[src/rtl/io_responder.sv]
// io_responder: peripheral-side responder for the processor I/O bus.
// Input side: per-port holding registers, filled by valid/ready sources and
// read by req_in/addr_in. Output side: a tagged first-word-fall-through FIFO
// that takes out_en writes and drains them to a valid/ready sink.
// Optional feature macro: IO_RDCHK_EN adds a sticky udf flag that is set by
// reads of empty or nonexistent input ports.
module io_responder #(
    parameter int NUBITS = 16,
    parameter int NUIOIN = 2,
    parameter int NUIOOU = 2,
    parameter int FDEPTH = 4,
    localparam int AIW = (NUIOIN > 1) ? $clog2(NUIOIN) : 1,
    localparam int AOW = (NUIOOU > 1) ? $clog2(NUIOOU) : 1
) (
    input  logic                     clk,
    input  logic                     rst,
    input  logic                     req_in,
    input  logic [AIW-1:0]           addr_in,
    output logic [NUBITS-1:0]        io_in,
    input  logic                     out_en,
    input  logic [AOW-1:0]           addr_out,
    input  logic [NUBITS-1:0]        io_out,
    input  logic [NUIOIN*NUBITS-1:0] src_data,
    input  logic [NUIOIN-1:0]        src_valid,
    output logic [NUIOIN-1:0]        src_ready,
    output logic [NUBITS-1:0]        snk_data,
    output logic [AOW-1:0]           snk_port,
    output logic                     snk_valid,
    input  logic                     snk_ready,
    output logic                     ovf
`ifdef IO_RDCHK_EN
    ,
    output logic                     udf
`endif
);

    localparam int PW = (FDEPTH > 1) ? $clog2(FDEPTH) : 1;
    localparam int CW = PW + 1;
    localparam int EW = AOW + NUBITS;
    localparam logic [AIW:0]  NIN_L   = (AIW + 1)'(NUIOIN);
    localparam logic [AOW:0]  NOU_L   = (AOW + 1)'(NUIOOU);
    localparam logic [CW-1:0] DEPTH_L = CW'(FDEPTH);

    // Input-side state
    logic [NUBITS-1:0] hold_r [NUIOIN];
    logic [NUIOIN-1:0] full_r;

    // Output FIFO state
    logic [EW-1:0]     mem_r [FDEPTH];
    logic [PW-1:0]     wr_ptr_r;
    logic [PW-1:0]     rd_ptr_r;
    logic [CW-1:0]     count_r;

    // Decoded per-cycle controls
    logic              rd_ok_s;
    logic              rd_empty_s;
    logic [NUBITS-1:0] rd_data_s;
    logic [NUIOIN-1:0] rd_clr_s;
    logic [NUIOIN-1:0] cap_s;
    logic              wr_ok_s;
    logic              fifo_full_s;
    logic              pop_s;
    logic              push_s;
    logic              ovf_set_s;
    logic [EW-1:0]     head_s;

    assign src_ready = ~full_r;
    assign snk_valid = (count_r != {CW{1'b0}});
    assign head_s    = mem_r[rd_ptr_r];

    // Read-side decode: selected hold value, per-port clear and capture strobes
    always_comb begin
        rd_ok_s    = ({1'b0, addr_in} < NIN_L);
        rd_data_s  = {NUBITS{1'b0}};
        rd_empty_s = 1'b1;
        rd_clr_s   = {NUIOIN{1'b0}};
        cap_s      = {NUIOIN{1'b0}};
        if (rd_ok_s) begin
            rd_data_s  = hold_r[addr_in];
            rd_empty_s = ~full_r[addr_in];
        end else begin
            rd_data_s  = {NUBITS{1'b0}};
            rd_empty_s = 1'b1;
        end
        for (int p = 0; p < NUIOIN; p++) begin
            cap_s[p] = src_valid[p] & ~full_r[p];
            if (req_in && rd_ok_s && (addr_in == AIW'(p))) begin
                rd_clr_s[p] = 1'b1;
            end else begin
                rd_clr_s[p] = 1'b0;
            end
        end
    end

    // FIFO push/pop decode; a full FIFO still accepts a push when it pops
    always_comb begin
        wr_ok_s     = ({1'b0, addr_out} < NOU_L);
        fifo_full_s = (count_r == DEPTH_L);
        pop_s       = snk_valid & snk_ready;
        push_s      = out_en & wr_ok_s & (~fifo_full_s | pop_s);
        ovf_set_s   = out_en & wr_ok_s & fifo_full_s & ~pop_s;
    end

    // Head presentation: fall-through from storage, forced to zero when empty
    always_comb begin
        if (snk_valid) begin
            snk_data = head_s[NUBITS-1:0];
            snk_port = head_s[EW-1:NUBITS];
        end else begin
            snk_data = {NUBITS{1'b0}};
            snk_port = {AOW{1'b0}};
        end
    end

    // Holding registers and full flags; a capture wins over a same-cycle clear
    always_ff @(posedge clk or negedge rst) begin
        if (!rst) begin
            for (int p = 0; p < NUIOIN; p++) begin
                hold_r[p] <= {NUBITS{1'b0}};
            end
            full_r <= {NUIOIN{1'b0}};
        end else begin
            for (int p = 0; p < NUIOIN; p++) begin
                if (cap_s[p]) begin
                    hold_r[p] <= src_data[p*NUBITS +: NUBITS];
                end else begin
                    hold_r[p] <= hold_r[p];
                end
            end
            full_r <= cap_s | (full_r & ~rd_clr_s);
        end
    end

    // Registered read data, updated only by a read strobe
    always_ff @(posedge clk or negedge rst) begin
        if (!rst) begin
            io_in <= {NUBITS{1'b0}};
        end else if (req_in) begin
            io_in <= rd_data_s;
        end else begin
            io_in <= io_in;
        end
    end

    // FIFO storage, pointers and occupancy
    always_ff @(posedge clk or negedge rst) begin
        if (!rst) begin
            for (int i = 0; i < FDEPTH; i++) begin
                mem_r[i] <= {EW{1'b0}};
            end
            wr_ptr_r <= {PW{1'b0}};
            rd_ptr_r <= {PW{1'b0}};
            count_r  <= {CW{1'b0}};
        end else begin
            if (push_s) begin
                mem_r[wr_ptr_r] <= {addr_out, io_out};
                wr_ptr_r        <= wr_ptr_r + 1'b1;
            end else begin
                wr_ptr_r <= wr_ptr_r;
            end
            if (pop_s) begin
                rd_ptr_r <= rd_ptr_r + 1'b1;
            end else begin
                rd_ptr_r <= rd_ptr_r;
            end
            case ({push_s, pop_s})
                2'b10:   count_r <= count_r + 1'b1;
                2'b01:   count_r <= count_r - 1'b1;
                default: count_r <= count_r;
            endcase
        end
    end

    // Sticky overflow flag for writes dropped by a full FIFO
    always_ff @(posedge clk or negedge rst) begin
        if (!rst) begin
            ovf <= 1'b0;
        end else if (ovf_set_s) begin
            ovf <= 1'b1;
        end else begin
            ovf <= ovf;
        end
    end

`ifdef IO_RDCHK_EN
    // Sticky underflow flag for reads of empty or nonexistent ports
    always_ff @(posedge clk or negedge rst) begin
        if (!rst) begin
            udf <= 1'b0;
        end else if (req_in && rd_empty_s) begin
            udf <= 1'b1;
        end else begin
            udf <= udf;
        end
    end
`else
    logic unused_rd_empty_s;
    assign unused_rd_empty_s = rd_empty_s;
`endif

endmodule

[config.mk]
export PLATFORM = sky130hd
export DESIGN_NAME = io_responder
export DESIGN_NICKNAME = d
export VERILOG_FILES = /design/src/rtl/io_responder.sv
export SDC_FILE = /design/constraint.sdc
export NUM_CORES = 1
export LEC_CHECK = 0
export BUFFER_PORTS_ARGS = -buffer_cell sky130_fd_sc_hd__buf_4
export CORE_MARGIN = 10
export CORE_UTILIZATION = 50
export CTS_BUF_LIST = sky130_fd_sc_hd__clkbuf_4
export DETAILED_ROUTE_END_ITERATION = 10
export PLACE_DENSITY = 0.75
export SLEW_MARGIN = 20
export SYNTH_ARGS = -nofsm -noshare
export SYNTH_HDL_FRONTEND = slang
export SYNTH_SLANG_ARGS = --single-unit
[constraint.sdc]
create_clock -name clk -period 2.2 [get_ports clk]
set_clock_uncertainty 0.15 [all_clocks]
set_input_delay 0 -clock clk [delete_from_list [all_inputs] [get_ports clk]]
set_output_delay 0 -clock clk [all_outputs]
set_load 0.05 [all_outputs]
# Word level (Yosys, flattened, before mapping)
# Cells that the tools add are included.
dict set report classes {
  multipliers 0
  eq_ne 3
  n_bitwise 19
  n_addsub 4
  n_mux 14
  shifts 0
  magnitude_cmp 4
  div 0
  reduce_logical 5
}
# op count
set op_table {}
lappend op_table {{68-bit bitwise mux} 1}
lappend op_table {{16-bit two-way mux} 4}
lappend op_table {{17-bit two-way mux} 3}
lappend op_table {{17-bit binary-select mux with 2-bit select} 1}
lappend op_table {{17-bit demux with 2-bit select} 1}
lappend op_table {{1-bit AND} 6}
lappend op_table {{3-bit greater-or-equal comparator (second input constant)} 2}
lappend op_table {{2-bit NOT with 3-bit output} 2}
lappend op_table {{3-bit one-hot mux with 2 select lines} 1}
lappend op_table {{1-bit NOT} 5}
lappend op_table {{2-bit by 1-bit adder with 2-bit output (second input constant)} 2}
lappend op_table {{2-bit NOT} 2}
lappend op_table {{3-bit by 1-bit adder with 3-bit output (second input constant)} 1}
lappend op_table {{3-bit == test (second input constant)} 1}
lappend op_table {{1-bit logical AND} 3}
lappend op_table {{3-bit by 1-bit < comparator with 1-bit output (second input constant)} 1}
lappend op_table {{1-bit two-way mux} 3}
lappend op_table {{3-bit nonzero test} 1}
lappend op_table {{3-bit by 1-bit subtractor with 3-bit output (second input constant)} 1}
lappend op_table {{2-bit AND} 1}
lappend op_table {{2-bit by 1-bit == test with 1-bit output (second input constant)} 1}
lappend op_table {{2-bit == test (second input constant)} 1}
lappend op_table {{2-bit greater-or-equal comparator (second input constant)} 1}
lappend op_table {{1-bit NOT with 2-bit output} 1}
lappend op_table {{other kinds (3)} 3}
dict set report word_totals {
  inputBits 57
  ramBits 0
  output_inout_bits 37
  regBits 126
  latch_bits 0
  rom_bits 0
  n_memories 0
}

# Logic depth before layout (Yosys ltp)
dict set report depth {
  ltp_word 6
  mapped_depth 7
  ltp_nobuf 6
}

# Worst setup path before layout
# No wires, ideal clock.
dict set report synth_timing {
  kind {register to register}
  start {register count_r[0]}
  end {register count_r[2]}
  path_stages_with_launch 8
  setup_ps 124
  t_arrival_ps 2367
  path_slack_ps -441
  n_path_buf 1
  synth_period_minus_slack_ps 2641
  path_cell_list {dfrtp_1 or3_1 clkbuf_1 nand3_1 fa_1 and3b_1 a21o_1 a211o_1}
}
dict set report synth_between {
  elab_chain_len 6
}
# item line
set synth_rtl {}
lappend synth_rtl {{start: declaration} 52} ;# logic [CW-1:0] count_r;
lappend synth_rtl {{start signal: assignment} 153} ;# count_r <= {CW{1'b0}};
lappend synth_rtl {{start signal: assignment} 167} ;# 2'b10: count_r <= count_r + 1'b1;
lappend synth_rtl {{start signal: assignment} 168} ;# 2'b01: count_r <= count_r - 1'b1;
lappend synth_rtl {{3-bit nonzero test *} 68} ;# assign snk_valid = (count_r != {CW{1'b0}});
lappend synth_rtl {{net snk_valid} 28} ;# output logic snk_valid,
lappend synth_rtl {{1-bit AND *} 99} ;# pop_s = snk_valid & snk_ready;
lappend synth_rtl {{1-bit bitwise OR} 100} ;# push_s = out_en & wr_ok_s & (~fifo_full_s | pop_s);
lappend synth_rtl {{1-bit AND} 100}
lappend synth_rtl {{2-bit by 1-bit == test with 1-bit output or 2-bit == test (tied branches)} 166} ;# case ({push_s, pop_s})
lappend synth_rtl {{3-bit one-hot mux with 2 select lines or 2-bit nonzero test (tied branches)} --}
# Mark *: on every way through the listed nets, which the timed path passes. The rest lies on a longest branch.
# A chain may end at the register's enable or synchronous reset.

# Final worst setup path
dict set report layout_timing {
  start {register rd_ptr_r[0]}
  end {output port snk_data[6]}
}
dict set report layout_between {
  elab_chain_len 5
}
# item line
set layout_rtl {}
lappend layout_rtl {{start: declaration} 51} ;# logic [PW-1:0] rd_ptr_r;
lappend layout_rtl {{start signal: assignment} 152} ;# rd_ptr_r <= {PW{1'b0}};
lappend layout_rtl {{start signal: assignment} 162} ;# rd_ptr_r <= rd_ptr_r + 1'b1;
lappend layout_rtl {{start signal: assignment} 164} ;# rd_ptr_r <= rd_ptr_r;
lappend layout_rtl {{2-bit NOT with 3-bit output (implied by the code)} 69} ;# assign head_s = mem_r[rd_ptr_r];
lappend layout_rtl {{17-bit binary-select mux with 2-bit select} 69}
lappend layout_rtl {{17-bit two-way mux (implied by the code) (2 in series)} 69}
lappend layout_rtl {{16-bit two-way mux} 106} ;# if (snk_valid) begin
lappend layout_rtl {{end: declaration} 26} ;# output logic [NUBITS-1:0] snk_data,
# No other way between the ends. The select of a mux whose other input is x is not followed.

==> metrics <==
# IOs=94; Crit path largest cell delay=0.48 ns; Max VDD drop=0.00123 V; Pre-antenna DRT Iters=5; Cell variety after synth=38; CP max-delay cell=mux4_2; Finished Cell Area=7690 um2; TritonCTS Sinks=126; GPL Wtd Cong=0.754; max_cap viols=0; post-DR wirelength/cell=18.1 um; Slew Limit Fails=0; largest net degree at the start of global routing=46; Area Overhead vs Synth=37.4%; sequential area share after synthesis=0.564; crit-path cells=buf_6, clkbuf_16, mux4_2, and2_4, buf_6; Min-Delay Path Class=in -> reg; drt initial violations=299; worst endpoint required time=2.05 ns; CTS tree=built; post-synthesis mux area share=0.300; RSZ-0062 raised after global routing=yes; Setup Crit Path Kind=reg -> out; Worst-Margin Slew=0.619 ns; syn nets=449; layout cells sized above 1=0.468; Top delay family on crit path=multiplexers; simple-gate share of the synthesized area=0.0579; Synth Area in Adders=0.0125; Skew-Pair Late Insertion Delay=0.50 ns; Layout Nets=635; Residual DRC=0; PortBufs=93; Area after DPL=6460 um2; Max Fclk=475 MHz; DP HPWL=8.06 mm; Detail Route Antenna Nets=0; GRT Total Usage=0.169; status=completed; Synth Area in Compound Gates=0.0280; most common cell after layout, fill and taps aside=dfrtp_1; Leak Pwr=3.41 nW; Max FO, Critical Path=4; antenna fix cells=0; total number of vias=3813; Die Wd=126 um; first-pass GRT wire length=21.7 mm; Inserted Clock Buffers=17; vias in the first global route=4246; die height=126 um; Critical Path Most Common Cell=buf_6; Mapped Avg Cell Area=14.5 um2; main combinational cell family by area after synthesis=multiplexers; Syn Std Cell Area=5590 um2; setup slack after layout=0.0939 ns; WHS Path Cells=3; Synth Register Bits=126; CP Data Arrival Time=1.96 ns; routed wire length=13.2 mm; routed vias/inst=5.25; CTS clock-pin slew for the worst setup and hold paths=0.12 ns; Cells after DPL=609; root buffer cell=clkbuf_4; Starting Density=0.514; Final min period=2.11 ns; most used flip-flop cell after synthesis=dfrtp_1; relative slew slack=0.585; Worst R2R Path Depth=6; Worst Setup End Kind=output pin; Layout Cells excl Fill=726; period utilisation layout=0.957; Yosys warnings=0; Hold Violations, Final=0; area of the die=15800 um2; DP Worst Slack=-0.0404 ns; worst path buffer plus inverter count=3; Max H-tree Level=4; Startpoint Class=flip-flop; Mapped Cells=387; Core Region=10900 um2; xor-xnor portion of the synthesized cell area=0.00783; gr ovfl total=0; Stages on worst setup path=5; Max Root-Sink Buffers=2; Post-synth EDFFs=0; Async SR Flop Fraction=1.00; most frequent cells in the layout=dfrtp_1, mux2_2, buf_4; power density over the cells=1450 nW/um2; row cnt=38; initial antenna violation count=0; Setup Viol. Count Final=0
==> sequential cells by signal, indices dropped and copies added, names as in the netlist <==
| name | flops |
|---|---|
| io_in | 16 |
| full_r | 2 |
| hold_r | 32 |
| wr_ptr_r | 2 |
| ovf | 1 |
| mem_r | 68 |
| count_r | 3 |
| rd_ptr_r | 2 |
==> area by class of cell <==
class / instances / area, um2
fill: 729 / 3200
sequential: 126 / 3150
multi-input combinational: 229 / 2320
timing repair buffer: 189 / 1730
tap: 140 / 175
clock buffer: 18 / 135
clock inverter: 14 / 126
inverter: 10 / 37.5
==> per-stage QoR <==
step | hold WS [ns] | power [W] | setup TNS (ns) | util
2_1_floorplan | -0.446 | 0.00762 | 0 | -
3_3_place_gp | -0.172 | 0.00884 | 0 | 0.593
3_5_place_dp | -0.161 | 0.00900 | -0.596 | 0.593
4_1_cts | 0.0705 | 0.0107 | 0 | 0.692
5_1_grt | 0.0514 | 0.0118 | -0.295 | 0.706
6_report | 0.111 | 0.0112 | 0 | 0.706
==> cell usage after synthesis (2+ instances only) <==
library cell / instances / area, um2
dfrtp_1: 126 / 3150
mux2_2: 101 / 1140
nor2_1: 19 / 71.3
and2_1: 17 / 106
mux4_2: 17 / 383
a21oi_1: 16 / 80.1
mux2i_1: 16 / 160
clkbuf_1: 10 / 37.5
inv_1: 10 / 37.5
buf_2: 7 / 35.0
nand2_1: 5 / 18.8
ha_1: 4 / 50.1
nor2_2: 4 / 25.0
buf_6: 3 / 33.8
nand3_1: 3 / 15.0
xnor2_1: 3 / 26.3
a31oi_1: 2 / 12.5
nor2b_1: 2 / 12.5
nor3_1: 2 / 10.0
xor2_1: 2 / 17.5
==> per-layer routing <==
layer	track usage	vias up	routed length, um
met5	0	-	0
met4	0.0536	0	88
met3	0.0646	11	847
met2	0.282	109	6840
met1	0.196	1933	5400
li1	-	1760	-
==> worst register-to-register path, delay by kind of cell, from the launching register on <==
| family | cells | cell delay, ns |
|---|---|---|
| fa+ha+maj | 1 | 0.43 |
| compound gates | 2 | 0.45 |
| flops | 1 | 0.49 |
| simple gates | 3 | 0.48 |
==> cells by family (layout without fill, tap and decap cells) <==
family                     after synthesis  after routing
AOI/OAI and AO/OA                       26             26
xor gates and xnor gates                 5              5
adders and majority gates                5              5
buffers and inverters                   32            231
DFF                                    126            126
muxes                                  134            134
and+or+nand+nor                         59             59
==> what timing repair did <==
action | in CTS | in global routing
setup buffers | 0 | 4
resized for setup | 2 | 27
cloned | 0 | 1
endpoints found under the setup margin | 18 | 51
hold buffers | 80 | 0
hold endpoints to repair | 252 | 0
pin swaps | 0 | 1
==> worst paths after layout <==
| check | startpoint | slack [ns] | to |
|---|---|---|---|
| max in group asynchronous | rst | 1.09 | mem_r[40] |
| hold reg to reg | mem_r[52] | 0.36 | mem_r[52] |
| setup reg to reg | count_r[1] | 0.10 | count_r[2] |
| min in group asynchronous | rst | 0.45 | hold_r[28] |
| setup / recovery | rd_ptr_r[0] | 0.09 | snk_data[6] |
| hold / removal | src_data[13] | 0.11 | hold_r[29] |
==> power by group <==
part / internal, W / switching (W) / total (W) / leakage (nW)
combinational: 0.00290 / 0.00297 / 0.00587 / 1.80
clock: 0.000664 / 0.000837 / 0.00150 / 0.138
sequential: 0.00326 / 0.000520 / 0.00378 / 1.47
total: 0.00683 / 0.00433 / 0.0112 / 3.41
Note: power is estimated with default switching activity, not from simulation.
